==> src/rtl/mvm_pkg.sv <==
// Shared mvm defaults and streamer state encoding.
package mvm_pkg;

   localparam int unsigned MVM_MATRIX_ROWS = 6;
   localparam int unsigned MVM_SHARED_DIM  = 3;
   localparam int unsigned MVM_WIDTH       = 8;

   typedef enum logic [0:0] {
      ST_IDLE   = 1'b0,
      ST_STREAM = 1'b1
   } state_e;

   // Index width that stays legal for a single-element vector.
   function automatic int unsigned idx_width(input int unsigned n);
      return (n > 1) ? $clog2(n) : 1;
   endfunction

endpackage

==> src/rtl/mvm_sat_narrow.sv <==
// Signed saturate-and-narrow of one element from IN_W to OUT_W bits.
module mvm_sat_narrow
   import mvm_pkg::*;
#(
   parameter int unsigned IN_W  = MVM_WIDTH,
   parameter int unsigned OUT_W = MVM_WIDTH
) (
   input  logic [IN_W-1:0]  elem,
   output logic [OUT_W-1:0] sat_c
);

   localparam int unsigned HI_W = IN_W - OUT_W + 1;
   localparam logic [OUT_W-1:0] MIN_V = OUT_W'(1) << (OUT_W - 1);

   // The element fits when every bit from the output sign bit upward matches.
   logic [HI_W-1:0] hi;
   assign hi = elem[IN_W-1:OUT_W-1];

   always_comb begin
      sat_c = elem[OUT_W-1:0];
      if ((hi != '0) && (hi != '1)) begin
         sat_c = elem[IN_W-1] ? MIN_V : ~MIN_V;
      end
   end

endmodule

==> src/rtl/mvm_result_streamer.sv <==
// Snapshots the mvm result vector on capture and streams saturated elements over valid/ready.
module mvm_result_streamer
   import mvm_pkg::*;
#(
   parameter int unsigned MATRIX_ROWS = MVM_MATRIX_ROWS,
   parameter int unsigned SHARED_DIM  = MVM_SHARED_DIM,
   parameter int unsigned WIDTH       = MVM_WIDTH,
   parameter int unsigned OUT_WIDTH   = MVM_WIDTH,
   localparam int unsigned NUM_ELEMS  = MATRIX_ROWS * SHARED_DIM,
   localparam int unsigned IDX_W      = idx_width(NUM_ELEMS)
) (
   input  logic                       clk,
   input  logic                       reset,
   input  logic                       capture,
   input  logic [NUM_ELEMS*WIDTH-1:0] result_vector,
   output logic                       busy,
   output logic                       m_valid,
   input  logic                       m_ready,
   output logic [OUT_WIDTH-1:0]       m_data,
   output logic [IDX_W-1:0]           m_index,
   output logic                       m_last,
   output logic                       overrun
);

   state_e               state_q, state_d;
   logic [WIDTH-1:0]     snap_q [NUM_ELEMS];
   logic [IDX_W-1:0]     idx_q, idx_d;
   logic [OUT_WIDTH-1:0] data_q;
   logic                 valid_q, valid_d;
   logic                 last_q, last_d;
   logic                 overrun_q, overrun_d;
   logic                 load;
   logic                 upd;
   logic                 xfer;
   logic [WIDTH-1:0]     sel_elem;
   logic [OUT_WIDTH-1:0] sat_c;

   assign xfer = valid_q && m_ready;

   // Next state; a load fetches element 0 straight from the input bus since the snapshot lands on the same edge.
   always_comb begin
      state_d   = state_q;
      idx_d     = idx_q;
      valid_d   = valid_q;
      last_d    = last_q;
      overrun_d = overrun_q;
      load      = 1'b0;
      upd       = 1'b0;
      unique case (state_q)
         ST_IDLE: begin
            if (capture) begin
               state_d = ST_STREAM;
               load    = 1'b1;
            end
         end
         ST_STREAM: begin
            if (xfer && last_q) begin
               if (capture) begin
                  load = 1'b1;
               end else begin
                  state_d = ST_IDLE;
                  valid_d = 1'b0;
                  last_d  = 1'b0;
                  idx_d   = '0;
               end
            end else begin
               if (xfer) begin
                  idx_d = idx_q + IDX_W'(1);
                  upd   = 1'b1;
               end
               if (capture) begin
                  overrun_d = 1'b1;
               end
            end
         end
         default: state_d = ST_IDLE;
      endcase
      if (load) begin
         idx_d   = '0;
         valid_d = 1'b1;
         upd     = 1'b1;
      end
      if (upd) begin
         last_d = (idx_d == IDX_W'(NUM_ELEMS - 1));
      end
      sel_elem = load ? result_vector[WIDTH-1:0] : snap_q[idx_d];
   end

   mvm_sat_narrow #(
      .IN_W  (WIDTH),
      .OUT_W (OUT_WIDTH)
   ) u_sat (
      .elem  (sel_elem),
      .sat_c (sat_c)
   );

   always_ff @(posedge clk or posedge reset) begin
      if (reset) begin
         state_q   <= ST_IDLE;
         idx_q     <= '0;
         data_q    <= '0;
         valid_q   <= 1'b0;
         last_q    <= 1'b0;
         overrun_q <= 1'b0;
         for (int i = 0; i < NUM_ELEMS; i++) begin
            snap_q[i] <= '0;
         end
      end else begin
         state_q   <= state_d;
         idx_q     <= idx_d;
         valid_q   <= valid_d;
         last_q    <= last_d;
         overrun_q <= overrun_d;
         if (upd) begin
            data_q <= sat_c;
         end
         if (load) begin
            for (int i = 0; i < NUM_ELEMS; i++) begin
               snap_q[i] <= result_vector[i*WIDTH +: WIDTH];
            end
         end
      end
   end

   assign busy    = valid_q;
   assign m_valid = valid_q;
   assign m_data  = data_q;
   assign m_index = idx_q;
   assign m_last  = last_q;
   assign overrun = overrun_q;

endmodule

==> config.mk <==
export PLATFORM = sky130hd
export DESIGN_NAME = mvm_result_streamer
export DESIGN_NICKNAME = d
export VERILOG_FILES = /design/src/rtl/mvm_pkg.sv /design/src/rtl/mvm_sat_narrow.sv /design/src/rtl/mvm_result_streamer.sv
export SDC_FILE = /design/constraint.sdc
export NUM_CORES = 1
export LEC_CHECK = 0
export ABC_AREA = 1
export CAP_MARGIN = 20
export CORE_MARGIN = 1.5
export CORE_UTILIZATION = 50
export DETAILED_ROUTE_END_ITERATION = 10
export HOLD_SLACK_MARGIN = 0.12
export PLACE_DENSITY = 0.84
export SETUP_SLACK_MARGIN = 0.3
export SKIP_CTS_REPAIR_TIMING = 1
export SYNTH_ARGS = -nofsm -noshare
export SYNTH_HDL_FRONTEND = slang
export SYNTH_HIERARCHICAL = 1
export SYNTH_SLANG_ARGS = --single-unit
==> constraint.sdc <==
create_clock -name clk -period 7.8 [get_ports clk]
set_input_delay 1.56 -clock clk [delete_from_list [all_inputs] [get_ports clk]]
set_output_delay 1.56 -clock clk [all_outputs]
set_load 0.005 [all_outputs]
# Yosys cells after proc, flatten, opt, wreduce, memory -nomap -nowiden
# Index checks and enable logic that the tools add are counted.
[op_classes]
n_addsub = 1
magnitude_cmp = 1
eq_ne = 3
muxes = 23
n_bitwise = 3
reduce_logical = 9
[ops]
columns = ["cell", "count"]
rows = [
  ["binary-select mux 8 bit (select 5 bit)", 1],
  ["2-to-1 mux 5 bit", 5],
  ["2-to-1 mux 8 bit", 3],
  ["2-to-1 mux 1 bit", 12],
  ["AND reduction 3 bit", 3],
  ["nonzero test 2 bit", 4],
  [">= comparator 6 bit (second input constant)", 1],
  ["inverter 5 -> 6 bit", 1],
  ["adder 5 x 1 -> 5 bit (second input constant)", 1],
  ["equality test 5 bit (second input constant)", 1],
  ["!= test 2 x 1 -> 1 bit (second input constant)", 2],
  ["one-hot mux 1 bit (2 select lines)", 2],
  ["logical AND 1 bit", 2],
  ["inverter 1 bit", 2],
]
[word_totals]
reg_bits = 161
inputBits = 148
output_inout_bits = 17
elab_cells = 64

# Longest topological paths before layout
# Gate-level depths: netlist of the first run.
[depth]
word_depth = 10
mapped_depth = 18
mapped_depth_nobuf = 15

# Cells and area by module
# The synthesis of the first run kept the hierarchy.
[modules_own_cells]
columns = ["module", "instances", "cells_per_inst", "area_per_inst_um2", "seq_area_each_um2"]
rows = [
  ["mvm_result_streamer", 1, 1017, 7828.8, 4028.9],
  ["mvm_sat_narrow", 1, 8, 60.1, 0.0],
]

# Worst setup path before layout of the first run
# No wires, ideal clock.
[synth_path]
kind = "input -> register"
startpoint = "in m_ready"
endpoint = "reg data_q[0], in the netlist m_data[0]"
setup_ns = 0.125
t_arrival_ns = 3.165
required_time_ns = 7.675
setup_slack_ns = 4.511
stages = 16
n_path_buf = 2
path_cell_list = "nand2_1 nor2_4 nand2_2 nand2_2 nand2_1 nor3_4 buf_6 nand3_1 nand3_1 nand3_1 nand3_1 nand2_1 nand2_1 nand2_1 buf_4 mux2_2"
[synth_via]
elab_chain_cells = 10
elab_cells_between_ends = 17
classes_between = "14 x mux; 1 x bitwise; 2 x reduce/logical"
[synth_lines]
columns = ["element", "line_no", "rtl"]
rows = [
  ["start, declared", "mvm_result_streamer.sv:18", "input logic m_ready,"],
  ["logical AND 1 bit *", "mvm_result_streamer.sv:38", "assign xfer = valid_q && m_ready;"],
  ["logical AND 1 bit or 2-to-1 mux 5 bit (tied branches)", "mvm_result_streamer.sv:57, mvm_result_streamer.sv:67", ""],
  ["2-to-1 mux 1 bit or 2-to-1 mux 5 bit (tied branches)", "mvm_result_streamer.sv:57", "if (xfer && last_q) begin"],
  ["one-hot mux 1 bit (2 select lines) or 2-to-1 mux 5 bit (tied branches)", "mvm_result_streamer.sv:49", "unique case (state_q)"],
  ["2-to-1 mux 5 bit", "mvm_result_streamer.sv:78", "if (load) begin"],
  ["inverter 5 -> 6 bit (not written as such)", "mvm_result_streamer.sv:86", "sel_elem = load ? result_vector[WIDTH-1:0] : snap_q[idx_d];"],
  ["binary-select mux 8 bit (select 5 bit)", "mvm_result_streamer.sv:86", ""],
  ["2-to-1 mux 8 bit (not written as such) (2 in a row)", "mvm_result_streamer.sv:86", ""],
  ["2-to-1 mux 8 bit *", "mvm_result_streamer.sv:86", ""],
  ["net sel_elem[0]", "mvm_result_streamer.sv:35", "logic [WIDTH-1:0] sel_elem;"],
  ["end signal, assigned", "mvm_result_streamer.sv:115", "data_q <= sat_c;"],
  ["end, declared", "mvm_result_streamer.sv:28", "logic [OUT_WIDTH-1:0] data_q;"],
]
# Mark *: on every way through the listed nets, which the timed path passes. The rest lies on a longest branch. The select of a mux whose other input is x is not followed.
# A chain may end at the register's enable or synchronous reset.

# Worst setup path after layout of the first run
[layout_path]
startpoint = "in m_ready"
endpoint = "reg data_q[5], in the netlist m_data[5]"
# Same word-level chain as after synthesis.

==> metrics.csv, run 1 <==
metric,value,unit
fill_cells,1268,
worst_pin_slew,0.898,ns
postLayoutCellArea,9970,um^2
h-tree-depth,4,
worstPathCellList,"clkdlybuf4s50_1, nand3_2, nand2_2, nand2_8, nand4_4, inv_4, nand2_1, nand3_1, nand3_1, nand3_1, nand3_1, nand2_1, nand2_1, nand2_1, mux2_2",
ys_seq_area_share,51.1,%
path_max_fanout,113,
leakagePower,4.93,nW
grt_use_total,27.8,%
root_buffer,clkbuf_16,
crit_end,m_data[5]$_DFFE_PP0P_,
layout_common_cells,"548 x nand2_1, 164 x clkdlybuf4s50_1, 161 x dfrtp_1",
fin_crit_sh,59.2,%
crit_path_max_incr_delay,0.69,ns
dp_slack,2.76,ns
antenna_cells,0,
total_power,0.00404,W
drc,0,
syn_inst,1025,
syn_area,7890,um^2
slew_violations,0,
routedWlPerCell,16.0,um
postRouteAntennaNets,0,
initial_utilization,51.5,%
syn_nets,1174,
vias,7323,
hold_violations,0,
ys_seq_elements,161,
numCtsBuffers,17,
peakVddDrop,238,uV
antenna_found_initial,0,
grt_pass1_vias,7046,
finalWeightedCongestion,0.886,
drt-initial-drc-count,904,
final_common_cell,nand2_1,
cp.required,8.18,ns
maxCapViolations,0,
min-delay-path-class,flop to flop,
p_per_area,405,nW/um^2
worstSetupPathDepth,15,
clk_pin_slew,0.06,ns
clock_path_buffers,2,
layout_min_cycle_time,4.62,ns
wl,21.9,mm
num_io_pins,165,
fmax,0.217,GHz
clock_latency,0.44,ns
fin_cells,1367,
postPlaceCellArea,9450,um^2
rr_endpoint,m_data[5]$_DFFE_PP0P_,
start_kind,input port,
cp.arrival,4.99,ns
dp.cells,1337,
die_x,129,um
setup-violations-final,0,
synth.distinct_cells,30,
cp-startpoint,m_ready,
r2r-start,m_last$_DFFE_PP0P_,
via_per_inst,5.36,
grt_max_degree,114,
cp_top_family,simple AND/OR/NAND/NOR gates,
relSlewSlack,40.1,%
grt_setup_unrepaired,false,
rows,45,
grt_pass1_wl,35.4,mm
die-area,16500,um^2
synth_warnings,6,
core_area,15300,um^2
setup_ws,3.18,ns
detailed_place_hpwl,15.0,mm
critPathKind,input port to flop,
dr.pass1.iters,7,
syn_area_per_cell,7.70,um^2
clkSinkCount,161,
crit_path_end_kind,flop,
overflow,0,
fin_nets,1294,
fin_skew,0.00458,ns
final-seq-area,4030,um^2
status,completed,
numPortBuffers,164,
critPathSlowestCell,nand4_4,
area_growth,26.4,%
ff2ff_setup_slack,4.32,ns
drive_above_1_share,5.62,%
critPathBufInv,2,
cts_tree,yes,
rr_worst_depth,14,
multiInputGateArea,3380,um^2
fp.dieH,129,um
tns,0,ns
==> metrics by stage <==
| stage | util (%) | hold WS [ns] |
|---|---|---|
| after floorplan | - | 0.449 |
| after global placement | 61.7 | 0.463 |
| after detailed placement | 61.7 | 0.464 |
| after CTS | 65.1 | 0.480 |
| after global routing | 65.1 | 0.501 |
| final | 65.1 | 0.475 |
==> layout make-up <==
type	count	share of cell area [%]
clock inverter	5	0.301
inverter	20	0.866
multi-input combinational	775	33.9
tap	211	2.65
timing repair buffer	170	16.9
sequential	161	40.4
clock buffer	25	4.97
==> cell families (layout without fill, tap and decap cells) <==
logic type | count (synthesis) | in the layout | share of synthesized area, %
muxes | 8 | 8 | 1.14
and+or+nand+nor | 743 | 743 | 39.4
buffers and inverters | 89 | 220 | 6.20
adders and majority gates | 1 | 1 | 0.159
AOI/OAI and AO/OA | 23 | 23 | 2.00
DFF | 161 | 161 | 51.1
==> per-layer routing <==
layer,part of all wire [%],global-route usage (%),vias to the layer above
li1,-,-,3477
met1,43,39.2,3401
met2,45,41.7,395
met3,9.5,6.90,50
met4,2.6,11.1,0
met5,0,0,-
==> flip-flops by register name (all words and copies together), names as in the netlist <==
signal and cells:
m_index 5, busy 1, m_last 1, state_q 1
snap_q 144, overrun 1, m_data 8
==> worst min-delay path by stage <==
stage	startpoint	endpoint	slack, ns	cells past startpoint
5_1_grt	snap_q[135]$_DFFE_PP0P_	snap_q[135]$_DFFE_PP0P_	0.50	2
3_3_place_gp	snap_q[141]$_DFFE_PP0P_	snap_q[141]$_DFFE_PP0P_	0.46	2
3_5_place_dp	overrun$_DFFE_PP0P_	overrun$_DFFE_PP0P_	0.46	1
6_report	overrun$_DFFE_PP0P_	overrun$_DFFE_PP0P_	0.48	1
4_1_cts	overrun$_DFFE_PP0P_	overrun$_DFFE_PP0P_	0.48	1
2_1_floorplan	snap_q[100]$_DFFE_PP0P_	snap_q[100]$_DFFE_PP0P_	0.45	2
==> Yosys cell counts, drive strengths merged <==
cell	number	share of area (%)
nand2	553	27
dfrtp	161	51
nand3	159	10
buf	67	5.1
nor2	26	1.5
inv	19	0.94
o21ai	13	0.87
mux2	8	1.1
o211ai	5	0.65
a22oi	4	0.38
nor3	3	0.62
clkbuf	2	0.095
nand4	2	0.35
clkinv	1	0.063
ha	1	0.16
o21bai	1	0.095
==> power by group <==
group	total [W]	internal (W)	switching, W	leakage, nW
clock	0.000754	0.000435	0.000320	0.255
combinational	0.00176	0.000685	0.00108	2.69
sequential	0.00152	0.00125	0.000278	1.99
==> worst reg2reg max path: cells and delay by family, from the launching register on <==
family,cells,cell delay (ns)
flops,1,0.43
simple gates,12,2.22
buf+inv,1,0.61
mux,1,0.14
(Power assumes the default switching activity.)
==> run 2: changes to the inputs <==
Settings changed: CORE_UTILIZATION 50 to 47, PLACE_DENSITY 0.84 to 0.83.
Clock period 7.8 ns to 3.8 ns, I/O delays scaled along.
==> run 2 against run 1 <==
  * Sequential share of layout area shrank 0.91 points
  * Critical path depth fell by 3
  * Die area rose by 6.2%
  * Setup slack worse by 2.3 ns
  * Combinational power increased by 120%
  * Count of clock-buffer cells in the layout down 6
  * Utilization down 3.2 points
  * Routed wire length is 0.81% higher
  * Worst hold slack gained 0.0087 ns
  * Total power is 110% higher
  * Final cell count up 1.7%
  * Critical path type unchanged
  * Critical endpoint unchanged
  * Highest routed layer unchanged
==> metrics.csv, run 2 (same netlist as run 1, synthesis figures left out) <==
metric,value,unit,change
status,completed,,
fin_cells,1390,,+1.7%
fp.dieH,133,um,+3.1%
final-seq-area,4030,um^2,unchanged
numCtsBuffers,17,,unchanged
fin_nets,1306,,+0.93%
cp.required,4.18,ns,-4.00 ns
cp_top_family,simple AND/OR/NAND/NOR gates,,
critPathKind,input port to flop,,
grt_max_degree,162,,+42%
min-delay-start,snap_q[92]$_DFFE_PP0P_,,
grt_pass1_vias,7031,,-0.21%
hold_violations,0,,unchanged
multiInputGateArea,3380,um^2,unchanged
cp-startpoint,capture,,
clock_latency,0.43,ns,about the same
drive_above_1_share,7.01,%,+1.4 points
largest_register,snap_q,,
die-area,17600,um^2,+6.2%
clkSinkCount,161,,unchanged
antenna_found_initial,0,,unchanged
postPlaceCellArea,9610,um^2,+1.7%
grt_use_total,26.1,%,-1.7 points
die_x,133,um,+3.1%
setup-violations-final,0,,unchanged
min_to,snap_q[92]$_DFFE_PP0P_,,
clk_pin_slew,0.06,ns,about the same
critPathBufInv,2,,unchanged
clock_path_buffers,2,,unchanged
h-tree-depth,4,,unchanged
largest_reg_flops,144,,unchanged
fin_util,62.0,%,-3.2 points
core_area,16500,um^2,+7.5%
rr_worst_depth,14,,unchanged
area_growth,29.3,%,
slew_violations,0,,unchanged
rr_endpoint,m_data[6]$_DFFE_PP0P_,,
r2r-start,m_last$_DFFE_PP0P_,,
postRouteAntennaNets,0,,unchanged
postLayoutCellArea,10200,um^2,+2.3%
antenna_cells,0,,unchanged
detailed_place_hpwl,15.4,mm,+2.7%
cpMostUsedCell,nand2_1,,
layout_min_cycle_time,2.93,ns,
layout_common_cells,"548 x nand2_1, 164 x clkdlybuf4s50_1, 161 x dfrtp_1",,
relSlewSlack,43.0,%,+2.8 points
cts_tree,yes,,
path_max_fanout,33,,-71%
start_kind,input port,,
p_per_area,846,nW/um^2,+110%
critPathSlowestCell,clkdlybuf4s50_1,,
min-delay-path-class,flop to flop,,
pwr-share-clk,20.1,%,+1.4 points
crit_path_end_kind,flop,,
numPortBuffers,164,,unchanged
hold_ws,0.484,ns,+0.00867 ns
p_int,0.00507,W,+110%
fin_crit_sh,77.0,%,
pwr-share-seq,36.0,%,-1.7 points
switching_share,41.3,%,-0.17 points
holdPathStages,2,,+1
num_io_pins,165,,unchanged
root_buffer,clkbuf_16,,
final_common_cell,nand2_1,,
fmax,0.342,GHz,
grt_pass1_wl,36.1,mm,+2.0%
cp.arrival,3.30,ns,-1.69 ns
overflow,0,,unchanged
combPwrFrac,43.9,%,+0.3 points
fill_cells,1366,,+7.7%
fin_skew,0.00916,ns,+0.00458 ns
worstPathCellList,"clkdlybuf4s50_1, nor3_4, nor2_1, nand3_2, buf_12, nand2_2, nor3_4, o211ai_1, nand2_1, nand2_1, nand2_1, mux2_2",,
crit_path_max_incr_delay,0.61,ns,-0.08 ns
power_switching,0.00356,W,+110%
maxCapViolations,0,,unchanged
grt_setup_unrepaired,false,,
initial_utilization,47.9,%,-3.6 points
peakVddDrop,480,uV,+100%
routedWlPerCell,15.9,um,-0.86%
tns,0,ns,unchanged
rows,47,,+4.4%
ff2ff_setup_slack,1.22,ns,-3.10 ns
vias,7436,,+1.5%
finalWeightedCongestion,0.891,,+0.50%
wl,22.1,mm,+0.81%
dp.cells,1358,,+1.6%
drc,0,,unchanged
worst_pin_slew,0.856,ns,-0.0425 ns
drt-initial-drc-count,813,,-10%
dr.pass1.iters,6,,-1
via_per_inst,5.35,,-0.14%
leakagePower,5.04,nW,+2.1%
## run 2: cell types whose count changed in the layout (fill, tap and decap cells not counted), sizes merged
cell / delta
buf: +12
clkbuf: -6
inv: +3
bufinv: +2
clkinv: +2
clkinvlp: +1
## run 2: power by group through the flow
stage               registers (W)  clock network [W]  logic, W
floorplan                 0.00292                  0   0.00284
global placement          0.00308                  0   0.00364
detailed placement        0.00309                  0   0.00371
CTS                       0.00308            0.00173   0.00375
global route              0.00318            0.00181   0.00422
finish                    0.00311            0.00173   0.00379
## run 2: layout make-up
type | count | area share [%]
well taps | 220 | 2.70
multi-input cells | 775 | 33.1
clock inverters | 13 | 1.47
flip-flops and latches | 161 | 39.5
repair buffers | 182 | 18.0
inverters | 20 | 0.834
clock buffers | 19 | 4.34
## run 2: worst register-to-register path: stages, from the launching register on
cell,delay [ns]
dfrtp_1,0.45
nand3_2,0.16
nand2_2,0.13
nand2_8,0.25
nand2_1,0.17
nor3_4,0.18
buf_12,0.21
nand3_1,0.15
nand3_1,0.11
nand3_1,0.11
nand3_1,0.11
nand2_1,0.06
nand2_1,0.06
nand2_1,0.05
mux2_2,0.27
## run 2: metrics by stage
step           worst slack (ns)  total power [W]
2_1_floorplan             0.997          0.00576
3_3_place_gp              0.538          0.00672
3_5_place_dp              0.460          0.00680
4_1_cts                   0.907          0.00857
5_1_grt                   0.659          0.00921
6_report                  0.873          0.00863
## run 2: worst max path at each step
stage | cells after the start | endpoint
4_1_cts | 15 | m_data[4]$_DFFE_PP0P_
5_1_grt | 15 | m_data[4]$_DFFE_PP0P_
3_5_place_dp | 15 | m_data[4]$_DFFE_PP0P_
6_report | 12 | m_data[5]$_DFFE_PP0P_
2_1_floorplan | 1 | busy$_DFFE_PP0P_
3_3_place_gp | 15 | m_data[4]$_DFFE_PP0P_
## run 2: layer usage
| metal | track usage, % | routed length, um | vias to the layer above | part of all wire (%) |
|---|---|---|---|---|
| met1 | 36.5 | 9430 | 3477 | 43 |
| met4 | 9.16 | 625 | 0 | 2.8 |
| met3 | 6.02 | 1990 | 56 | 9.0 |
| li1 | - | - | 3497 | - |
| met2 | 40.1 | 10000 | 406 | 45 |
| met5 | 0 | 0 | - | 0 |
==> run 3: changes to the inputs <==
Clock period 3.8 ns to 2.55 ns, I/O delays scaled along.
==> run 3 against run 2 <==
  * Sequential share of layout area shrank 2.5 points
  * Via count grew 6.7%
  * Non-clock buffer count up 53
  * Total power grew 63%
  * Die area did not move
  * Global-route usage increased by 2.0 points
  * Sequential cell count unchanged
  * Routed wire length increased by 15%
  * Worst hold slack worse by 0.084 ns
  * Combinational power grew 87%
  * Sequential power grew 50%
  * Setup slack worse by 0.86 ns
  * Largest power group unchanged
  * Highest routed layer unchanged
==> metrics.csv, run 3 (same netlist as run 1, synthesis figures left out) <==
metric,value,unit,change
status,completed,,
root_buffer,clkbuf_16,,
setup-violations-final,0,,unchanged
drc,0,,unchanged
cts_tree,yes,,
clkSinkCount,161,,unchanged
start_kind,flop,,
numPortBuffers,164,,unchanged
fin_crit_sh,99.6,%,
fin_skew,0.00765,ns,-0.00151 ns
fmax,0.394,GHz,
num_io_pins,165,,unchanged
total_power,0.0141,W,+63%
grt_pass1_wl,38.5,mm,+6.7%
relSlewSlack,49.5,%,+6.5 points
wl,25.4,mm,+15%
antenna_found_initial,0,,unchanged
crit_path_end_kind,flop,,
grt_max_degree,43,,-73%
overflow,0,,unchanged
final_common_cell,nand2_1,,
leakagePower,5.41,nW,+7.4%
slew_violations,0,,unchanged
clock_path_buffers,2,,unchanged
antenna_cells,0,,unchanged
layout_min_cycle_time,2.54,ns,
layout_common_cells,"543 x nand2_1, 162 x clkdlybuf4s50_1, 157 x dfrtp_1",,
cp.required,2.87,ns,-1.31 ns
rows,47,,unchanged
routedWlPerCell,17.6,um,+11%
largest_register,snap_q,,
hold_violations,0,,unchanged
finalWeightedCongestion,0.895,,+0.49%
fin_nets,1359,,+4.1%
vias,7936,,+6.7%
p_per_area,1290,nW/um^2,+53%
hold_ws,0.399,ns,-0.0844 ns
grt_setup_unrepaired,true,,
clock_latency,0.43,ns,about the same
h-tree-depth,4,,unchanged
dp.cells,1392,,+2.5%
postRouteAntennaNets,0,,unchanged
fill_cells,1264,,-7.5%
die_x,133,um,unchanged
grt_use_total,28.1,%,+2.0 points
die-area,17600,um^2,unchanged
path_max_fanout,6,,-82%
cp.arrival,2.86,ns,-0.44 ns
initial_utilization,47.9,%,unchanged
area_growth,38.2,%,
maxCapViolations,0,,unchanged
critPathKind,flop to flop,,
numCtsBuffers,17,,unchanged
peakVddDrop,782,uV,+63%
drive_above_1_share,12.8,%,+5.8 points
clk_pin_slew,0.06,ns,about the same
min-delay-path-class,input port to flop,,
detailed_place_hpwl,17.0,mm,+10%
setup_ws,0.0114,ns,-0.862 ns
dp_slack,-0.455,ns,-0.915 ns
largest_reg_flops,144,,unchanged
dr.pass1.iters,7,,+1
grt_pass1_vias,7573,,+7.7%
core_area,16500,um^2,unchanged
worst_pin_slew,0.756,ns,-0.0998 ns
drt-initial-drc-count,1159,,+43%
fin_cells,1442,,+3.7%
via_per_inst,5.50,,+2.9%
fp.dieH,133,um,unchanged
## run 3: worst max-delay path: stages (launching register included)
cell and delay, ns:
dfrtp_2 0.43, nand2_2 0.09, nor2_4 0.17, nand2_4 0.10
nand2_2 0.09, nand2_2 0.08, nor3_4 0.23, buf_6 0.15
buf_4 0.14, nand3_1 0.11, nand3_1 0.15, nand3_1 0.10
nand3_1 0.12, nand2_1 0.08, nand2_1 0.07, nand2_1 0.06
mux2_2 0.26
## run 3: layout make-up
cell class,instances,area [um^2],share of cell area [%]
sequential,161,4030,37.0
timing repair buffer,235,2480,22.7
tap,220,275,2.52
clock buffer,20,457,4.19
multi-input combinational,775,3500,32.1
clock inverter,11,66.3,0.608
inverter,20,88.8,0.815
## run 3: report_power, final
part           internal, W  switching [W]  leakage (nW)
registers          0.00382       0.000864          1.98
logic              0.00309        0.00401          3.17
clock network      0.00128        0.00102         0.257
## run 3: layer usage
metal | track usage, % | wire length, um | part of all wire [%] | vias up
met1 | 37.8 | 9930 | 39 | 3694
li1 | - | - | - | 3609
met5 | 0 | 0 | 0 | -
met3 | 7.39 | 2800 | 11 | 85
met2 | 44.0 | 11700 | 46 | 548
met4 | 10.3 | 917 | 3.6 | 0
## run 3: per-stage QoR
stage / instance area [um^2] / util, % / setup TNS (ns)
after floorplan: 7890 / - / -0.455
after global placement: 9990 / 60.7 / -3.74
after detailed placement: 9990 / 60.7 / -6.36
after CTS: 10500 / 63.8 / -0.0528
after global routing: 10900 / 66.2 / -0.134
final: 10900 / 66.2 / 0
## run 3: final timing paths
kind                                      from                endpoint  slack, ns  cells after the start
max in group asynchronous                reset  snap_q[96]$_DFFE_PP0P_       1.36                      3
setup / recovery              busy$_DFFE_PP0P_   m_data[1]$_DFFE_PP0P_       0.01                     16
min in group asynchronous                reset    m_index[0]$_DFF_PP0_       0.56                      2
hold reg to reg            overrun$_DFFE_PP0P_     overrun$_DFFE_PP0P_       0.48                      1
hold / removal                         capture       state_q$_DFF_PP0_       0.40                      3
setup reg to reg              busy$_DFFE_PP0P_   m_data[1]$_DFFE_PP0P_       0.01                     16
